<file path="src/rtl/clock_pkg.sv">
// Shared definitions for the clock/display subsystem: mode encodings,
// scheduler state type and the DIP-switch mode decoder.
package clock_pkg;

  localparam logic [1:0] MODE_WATCH     = 2'd0;
  localparam logic [1:0] MODE_SET       = 2'd1;
  localparam logic [1:0] MODE_ALARM     = 2'd2;
  localparam logic [1:0] MODE_STOPWATCH = 2'd3;

  typedef enum logic [1:0] {
    ST_RUN        = 2'd0,
    ST_PEND       = 2'd1,
    ST_ALARM_PEND = 2'd2,
    ST_ALARM      = 2'd3
  } sched_state_e;

  // One-hot DIP request to mode; anything that is not a single known bit is watch.
  function automatic logic [1:0] dip_to_mode(input logic [3:0] dip_sw);
    logic [1:0] mode;
    case (dip_sw)
      4'b0001: mode = MODE_SET;
      4'b0010: mode = MODE_ALARM;
      4'b0100: mode = MODE_STOPWATCH;
      default: mode = MODE_WATCH;
    endcase
    return mode;
  endfunction

endpackage

</file>
<file path="src/rtl/sw_edge_detect.sv">
// Turns four debounced button levels into single-cycle rising-edge pulses.
module sw_edge_detect (
  input  logic       clk,
  input  logic       rst,
  input  logic [3:0] sw_lvl,
  output logic [3:0] press
);

  logic [3:0] sw_lvl_q;

  // Remember last cycle's levels so a held button never repeats.
  always_ff @(posedge clk or posedge rst) begin
    // NOTE: state registers use non-blocking assignment so every flop samples pre-edge values.
    if (rst) sw_lvl_q <= '0;
    else     sw_lvl_q <= sw_lvl;
  end

  assign press = sw_lvl & ~sw_lvl_q;

endmodule

</file>
<file path="src/rtl/mode_scheduler.sv">
// Display/button ownership scheduler: commits DIP mode requests on frame
// boundaries, routes press pulses to the owning mode and pre-empts the
// display for a ringing alarm.
module mode_scheduler
  import clock_pkg::*;
#(
  parameter int ALARM_HOLD_SEC = 30
) (
  input  logic        clk,
  input  logic        rst,
  input  logic        en_1hz,
  input  logic        frame_done,
  input  logic [3:0]  dip_sw,
  input  logic [3:0]  sw_lvl,
  input  logic        alarm_hit,
  output logic [1:0]  mode_sel,
  output logic [15:0] sw_bus,
  output logic        buzzer,
  output logic        busy
);

  localparam logic [7:0] HOLD_LOAD = 8'(ALARM_HOLD_SEC);

  sched_state_e state, state_d;
  logic [1:0]   req;
  logic [3:0]   press;
  logic [7:0]   hold_cnt;
  logic         pending;
  logic         forced;       // PEND entered from ALARM: must commit on the frame
  logic         enter_alarm;
  logic         leave_alarm;
  logic         commit;
  logic         reload;
  logic         dec;

  assign req = dip_to_mode(dip_sw);

  sw_edge_detect u_edge (
    .clk   (clk),
    .rst   (rst),
    .sw_lvl(sw_lvl),
    .press (press)
  );

  // State register.
  always_ff @(posedge clk or posedge rst) begin
    if (rst) state <= ST_RUN;
    else     state <= state_d;
  end

  // Next state plus the datapath strobes that accompany each transition.
  always_comb begin
    // NOTE: every signal gets a default first so no path leaves it unassigned (no latches).
    state_d     = state;
    enter_alarm = 1'b0;
    leave_alarm = 1'b0;
    commit      = 1'b0;
    reload      = 1'b0;
    dec         = 1'b0;
    unique case (state)
      ST_RUN: begin
        if (alarm_hit && frame_done) begin
          state_d     = ST_ALARM;
          enter_alarm = 1'b1;
        end else if (pending) begin
          state_d = ST_ALARM_PEND;
        end else if (req != mode_sel) begin
          state_d = ST_PEND;
        end
      end
      ST_PEND: begin
        if (frame_done) begin
          state_d = ST_RUN;
          commit  = 1'b1;
        end else if (!forced && req == mode_sel) begin
          state_d = ST_RUN;
        end
      end
      ST_ALARM_PEND: begin
        if (frame_done) begin
          state_d     = ST_ALARM;
          enter_alarm = 1'b1;
        end
      end
      ST_ALARM: begin
        if (|press) begin
          state_d     = ST_PEND;
          leave_alarm = 1'b1;
        end else if (alarm_hit) begin
          reload = 1'b1;
        end else if (en_1hz) begin
          dec = 1'b1;
          if (hold_cnt <= 8'd1) begin
            state_d     = ST_PEND;
            leave_alarm = 1'b1;
          end
        end
      end
      default: state_d = ST_RUN;
    endcase
  end

  // Committed owner, hold counter, sticky alarm request and routed presses.
  always_ff @(posedge clk or posedge rst) begin
    if (rst) begin
      mode_sel <= MODE_WATCH;
      sw_bus   <= '0;
      hold_cnt <= '0;
      pending  <= 1'b0;
      forced   <= 1'b0;
    end else begin
      sw_bus <= (state == ST_RUN) ? (16'(press) << {mode_sel, 2'b00}) : '0;

      if (enter_alarm) mode_sel <= MODE_ALARM;
      else if (commit) mode_sel <= req;

      if (enter_alarm || reload)    hold_cnt <= HOLD_LOAD;
      else if (dec && hold_cnt != 0) hold_cnt <= hold_cnt - 8'd1;

      // A hit during ALARM only reloads; it must not re-arm another alarm.
      if (enter_alarm)                        pending <= 1'b0;
      else if (alarm_hit && state != ST_ALARM) pending <= 1'b1;

      if (leave_alarm)                               forced <= 1'b1;
      else if (state == ST_PEND && state_d != ST_PEND) forced <= 1'b0;
    end
  end

  // Status outputs decoded from the current state.
  always_comb begin
    buzzer = (state == ST_ALARM);
    busy   = (state != ST_RUN);
  end

endmodule

</file>
<file path="config.mk">
export PLATFORM = sky130hd
export DESIGN_NAME = mode_scheduler
export DESIGN_NICKNAME = d
export VERILOG_FILES = /design/src/rtl/clock_pkg.sv /design/src/rtl/sw_edge_detect.sv /design/src/rtl/mode_scheduler.sv
export SDC_FILE = /design/constraint.sdc
export NUM_CORES = 1
export LEC_CHECK = 0
export BUFFER_PORTS_ARGS = -buffer_cell sky130_fd_sc_hd__buf_2
export CAP_MARGIN = 10
export CORE_MARGIN = 2
export CORE_UTILIZATION = 47
export CTS_CLUSTER_DIAMETER = 40
export DETAILED_ROUTE_END_ITERATION = 8
export PLACE_DENSITY = 0.84
export SYNTH_ARGS = -nofsm -noshare
export SYNTH_HDL_FRONTEND = slang
export SYNTH_SLANG_ARGS = --single-unit
</file>
<file path="constraint.sdc">
create_clock -name clk -period 1.6 [get_ports clk]
set_input_delay 0.48 -clock clk [delete_from_list [all_inputs] [get_ports clk]]
set_output_delay 0.48 -clock clk [all_outputs]
set_load 0.02 [all_outputs]
</file>
# == Word level (Yosys, flattened, before mapping) ==
# Cells that the tools add are included.
# op_classes
addsub,1
mul,0
div,0
n_lt_le_gt_ge,1
eq_ne,10
shift,1
n_mux,37
bitwise,2
n_reduce_logical,15
# ops
operator,n
2-bit 2-to-1 mux,12
1-bit 2-to-1 mux,19
16-bit 2-to-1 mux,1
8-bit 2-to-1 mux,2
4-bit by 4-bit << shifter with 16-bit output,1
2-bit nonzero test,5
"8-bit by 1-bit less-or-equal comparator with 1-bit output, second input constant",1
2-bit case mux with 4 select lines,1
8-bit nonzero test,1
"8-bit by 1-bit subtractor with 8-bit output, second input constant",1
2-bit case mux with 3 select lines,1
1-bit logical AND,5
4-bit AND,1
"2-bit equality test, second input constant",2
"4-bit by 1-bit equality test with 1-bit output, second input constant",1
"4-bit by 2-bit equality test with 1-bit output, second input constant",1
"4-bit by 3-bit equality test with 1-bit output, second input constant",1
4-bit NOT,1
4-bit OR reduction,1
"2-bit by 1-bit equality test with 1-bit output, second input constant",1
2-bit equality test,1
2-bit zero test,1
"2-bit by 1-bit inequality test with 1-bit output, second input constant",1
2-bit inequality test,1
4 further kinds,4
# totals
regBits,34
latchBits,0
mem_bits_rw,0
mem_bits_ro,0
in_bits,13
output_inout_bits,20
elab_cells,74
n_memories,0

# == Longest topological paths before layout ==
# depth
word_depth,11
ltp_mapped,6
ltp_nobuf,6

# == Cells and area by module ==
# Synthesis repeated with hierarchy kept, for this count alone.
# hier_totals
hier_cells,162
area_unflattened_um2,1641.6
# by_module_without_submodules
module,n_inst,cells_each,area_per_inst_um2,seq_area_each_um2
mode_scheduler,1,153,1482.7,750.7
sw_edge_detect,1,9,158.9,100.1

# == Least setup slack after synthesis ==
# OpenSTA, ideal clock, no wires.
# synth_timing
path_type,register to register
startpoint,register mode_sel[0]
endpoint,register state[0]
setup_time_ps,133
t_arrival_ps,1599
t_required_ps,1467
slack_ps,-132
stages_incl_launch_ff,7
path_buffers,1
period_less_slack_ps,1732
path_cell_list,dfrtp_1 clkbuf_1 or4_1 nor2_1 a21oi_1 a211oi_1 o22ai_1
# synth_via
elab_chain_cells,5
word_cells_on_any_way,9
classes_between,eq/ne: 2; mux: 6; reduce/logical: 1
# synth_rtl
element,line_no,text
start: declaration,mode_scheduler.sv:16,"output logic [1:0] mode_sel,"
start signal: assignment,mode_scheduler.sv:115,else if (commit) mode_sel <= req;
2-bit inequality test or 2-bit equality test (tied branches),"mode_scheduler.sv:67, mode_scheduler.sv:75",
2-bit 2-to-1 mux or 1-bit logical AND (tied branches),"mode_scheduler.sv:67, mode_scheduler.sv:75",
2-bit 2-to-1 mux (on tied branches),"mode_scheduler.sv:65, mode_scheduler.sv:75",
2-bit 2-to-1 mux (on tied branches),"mode_scheduler.sv:62, mode_scheduler.sv:72",
2-bit case mux with 4 select lines *,mode_scheduler.sv:60,unique case (state)
via state_d[0],mode_scheduler.sv:24,"sched_state_e state, state_d;"
end signal: assignment,mode_scheduler.sv:48,else state <= state_d;
end: declaration,mode_scheduler.sv:24,
# The timed path passes the listed nets; every way through them passes the cells marked *.
# A chain may end at the register's enable or synchronous reset.

# == Final worst setup path ==
# layout_timing
startpoint,register hold_cnt[3]
endpoint,register forced
# layout_via
elab_chain_cells,9
word_cells_on_any_way,15
classes_between,order compare: 1; eq/ne: 1; mux: 11; reduce/logical: 2
# layout_rtl
element,line_no,text
start: declaration,mode_scheduler.sv:27,logic [7:0] hold_cnt;
start signal: assignment,mode_scheduler.sv:118,else if (dec && hold_cnt != 0) hold_cnt <= hold_cnt - 8'd1;
8-bit by 1-bit less-or-equal comparator with 1-bit output *,mode_scheduler.sv:93,if (hold_cnt <= 8'd1) begin
2-bit 2-to-1 mux,mode_scheduler.sv:93,
2-bit 2-to-1 mux,mode_scheduler.sv:91,end else if (en_1hz) begin
2-bit 2-to-1 mux,mode_scheduler.sv:89,end else if (alarm_hit) begin
2-bit 2-to-1 mux,mode_scheduler.sv:86,if (|press) begin
2-bit case mux with 4 select lines,mode_scheduler.sv:60,
2-bit by 1-bit inequality test with 1-bit output,mode_scheduler.sv:125,else if (state == ST_PEND && state_d != ST_PEND) forced <= 1'b0;
1-bit logical AND,mode_scheduler.sv:125,
2-bit nonzero test (no line),n/a,
end signal: assignment,mode_scheduler.sv:110,forced <= 1'b0;
end signal: assignment,mode_scheduler.sv:124,if (leave_alarm) forced <= 1'b1;
end signal: assignment,mode_scheduler.sv:125,
end: declaration,mode_scheduler.sv:29,logic forced;
# Mark *: on every way between the ends. The rest lies on a longest branch, timed or not.

==> results.yml <==
status:
  outcome: "finished, violations left"
  violations: "negative setup slack"
power_and_ir_drop:
  power.share.switching_pct: 37.4
  p_seq_share_pct: 39.8
  p_int_mw: 1.70
  power_leakage_nw: 1.06
  clkPwrFrac_pct: 18.4
  power.share.combinational_pct: 41.8
  pwr_density_cell_nw_per_um2: 1200
  switching_power_mw: 1.01
  max-vdd-ir-drop_v: 0.000592
worst_setup_path:
  cp.required_ps: 1880
  crit_family: "simple AND/OR/NAND/NOR gates"
  ff2ff_setup_slack_ps: -110
  crit_path_max_incr_delay_ps: 410
  endpoint_kind: "register"
  crit_buf_inv: 0
  cp.depth: 5
  cp.arrival_ps: 1990
  rr_startpoint: "hold_cnt[3]"
  cp_cell_sequence: "or2_1, or3_4, o41ai_4, a21oi_2, nor2_1"
  critPathKind: "reg2reg"
  reg2regPathDepth: 5
  crit_fanout: 2
  crit_slowest_cell: "or3_4"
  regToRegEndpoint: "forced"
  worst_setup_path_start_kind: "register"
synth:
  async_flop_share_pct: 100
  yosysWarnings: 0
  yosysTopAreaCellShare_pct: 53.5
  ys.flop_type: "dfrtp_1"
  syn_inst: 159
  seq_area_frac_synth_pct: 53.5
  syn_area_per_cell_um2: 9.99
  yosys-top-cells-area: "dfrtp_1 (54%), nor2_1 (6.1%), a21oi_1 (4.1%), nand2_1 (2.6%), nand2b_2 (2.2%)"
  ys_ff_latch: 34
  yosysTopAreaCell: "dfrtp_1"
  synth_edf_count: 0
  syn_nets: 174
  synth_area_um2: 1590
  yosysUniqueCellTypes: 43
grt:
  grt_max_degree: 35
  antenna_found_initial: 0
  grt_util_all_layers_pct: 21.6
  grt_pass1_vias: 1377
  grt.overflow.total: 0
  grt_pass1_wl_um: 6470
clocking:
  htreeDepth: 2
  cts_hold_buf: 0
  cts.sinks: 34
  cts_tree: "yes"
  cts_root_buffer: "clkbuf_4"
  clk_pin_slew_ps: 100
  worstSkewPairLatency_ps: 340
  numCtsBuffers: 5
  clockBufferDepth: 2
placed_design:
  post-dp-hpwl_um: 2700
  gp_congestion: 0.951
  io_buffers: 32
  pre_cts_slack_ps: -216
floorplan:
  boundaryPins: 33
  die_w_um: 62.1
  rows: 21
  fp.dieH_um: 62.1
  start_util_pct: 48.4
  dieArea_um2: 3860
  core_area_um2: 3280
timing:
  fin_ws_ps: -105
  whs_ps: 207
  fmax_mhz: 586
  fin_crit_sh_pct: 107
  grt_setup_unrepaired: "yes"
  slew_violations: 0
  min_period_ps: 1710
  hold_viol: 0
  fin_worst_skew_ps: 8.67
  relSlewSlack_pct: 72.6
  finalSetupViolCount: 5
  worst_pin_slew_ps: 412
drt:
  post-route-drc-count: 0
  wl_per_cell_um: 15.1
  ant_nets: 0
  drtIter0Drc: 122
  wl_um: 4190
  via_per_inst: 5.35
  dr_wl_met3_um: 188
  m1WireLength_um: 1630
  vias: 1482
  first_pass_iters: 4
  highest_layer: "met4"
  route.met2.wl_um: 2170
worst_hold_path:
  hold_path_class: "in2async"
job:
  cap_viol_max_count: 0
cells_and_area:
  drive_gt1_share_pct: 45.9
  nets: 245
  syn_to_final_growth_pct: 41.9
  n_antenna_cell: 0
-- sequential cells by signal, indices dropped and copies added, names as in the netlist --
signal and flops:
forced 1, hold_cnt 8, mode_sel 2, pending 1, state 2, sw_bus 16
u_edge.sw_lvl_q 4
-- how the worst max path moves through the flow --
| stage | from | end | slack (ps) |
|---|---|---|---|
| 2_1_floorplan | mode_sel[0] | state[0] | -20 |
| 3_3_place_gp | sw_lvl[3] | hold_cnt[4] | -150 |
| 3_5_place_dp | sw_lvl[3] | hold_cnt[4] | -220 |
| 4_1_cts | state[0] | busy | -50 |
| 5_1_grt | hold_cnt[3] | forced | -140 |
| 6_report | hold_cnt[3] | forced | -110 |
-- layer usage --
layer  GRT usage [%]  vias up
met2            38.5       70
li1                -      703
met3            4.89       22
met1            24.4      687
met4            10.8        0
met5               0        -
-- what timing repair did --
action / in CTS / in global routing
buffers inserted: 2 / 7
gates cloned: 0 / 0
resized for setup: 13 / 18
endpoints found under the hold margin: 0 / 0
pin swaps: 9 / 17
setup endpoints to repair: 12 / 13
-- Yosys cell counts, types with 3 or more instances --
cell and number:
dfrtp_1 34, nor2_1 26, a21oi_1 13, nand2_1 11
inv_1 7, clkbuf_1 4, nand2b_2 4, nand4_1 3
nor3_1 3, o21a_1 3, o21ai_0 3, o22ai_1 3
o31ai_1 3, or4_1 3, xnor2_1 3
-- layout make-up --
type	instances	area, um2
Tap cell	46	57.6
Inverter	7	26.3
Clock buffer	7	55.1
Sequential cell	34	853
Fill cell	210	1030
Clock inverter	1	5.00
Multi-Input combinational cell	111	774
Timing Repair Buffer	71	483
-- cell usage in the layout, fill, tap and decap left out, drive strengths merged --
| cell | instances |
|---|---|
| a32oi | 1 |
| o41ai | 1 |
| nor4 | 2 |
| mux2i | 1 |
| o31ai | 3 |
| and4 | 1 |
| ha | 2 |
| nor2 | 27 |
| o22ai | 3 |
| o21ai | 3 |
| xnor2 | 3 |
| a211oi | 1 |
| a21oi | 13 |
| or3 | 2 |
| o21a | 3 |
| clkinv | 1 |
| nand3b | 2 |
| nor3 | 3 |
| a31oi | 1 |
| nand4 | 3 |
| dfrtp | 34 |
| buf | 71 |
| o211ai | 1 |
| or2 | 2 |
| nand2b | 6 |
| nand3 | 3 |
| o311ai | 2 |
| nor3b | 1 |
| or4 | 3 |
| xor2 | 2 |
| nor2b | 1 |
| o21bai | 1 |
| clkbuf | 7 |
| inv | 7 |
| o22a | 2 |
| nand2 | 12 |
-- worst min-delay path: cells and delay by family --
family / cells / cell delay [ps]
buffers and inverters: 3 / 500
-- cells by family (layout without fill, tap and decap cells) --
logic type,after synthesis,after routing,share of synthesized area [%]
xor gates and xnor gates,5,5,2.76
buffers and inverters,14,86,3.70
adders and majority gates,2,2,1.57
muxes,1,1,0.630
DFF,34,34,53.5
AOI/OAI and AO/OA,35,35,14.6
and+or+nand+nor,68,68,23.1
-- power by group through the flow --
stage	logic, mW	registers, mW	clock network (mW)
6_report	1.13	1.08	0.499
5_1_grt	1.21	1.10	0.544
4_1_cts	0.960	1.07	0.506
3_5_place_dp	0.909	1.08	0
3_3_place_gp	0.892	1.08	0
2_1_floorplan	0.569	1.11	0
-- stage by stage --
stage	setup TNS, ps	area, um2	instances	power, mW	utilization, %
floorplan	-21.9	1620	159	1.68	-
finish	-263	2250	277	2.71	68.6
CTS	-129	2160	271	2.54	65.8
detailed placement	-1470	2020	261	1.99	61.6
global route	-511	2250	277	2.85	68.6
global placement	-1080	2020	261	1.97	61.6
(Power assumes the default switching activity.)
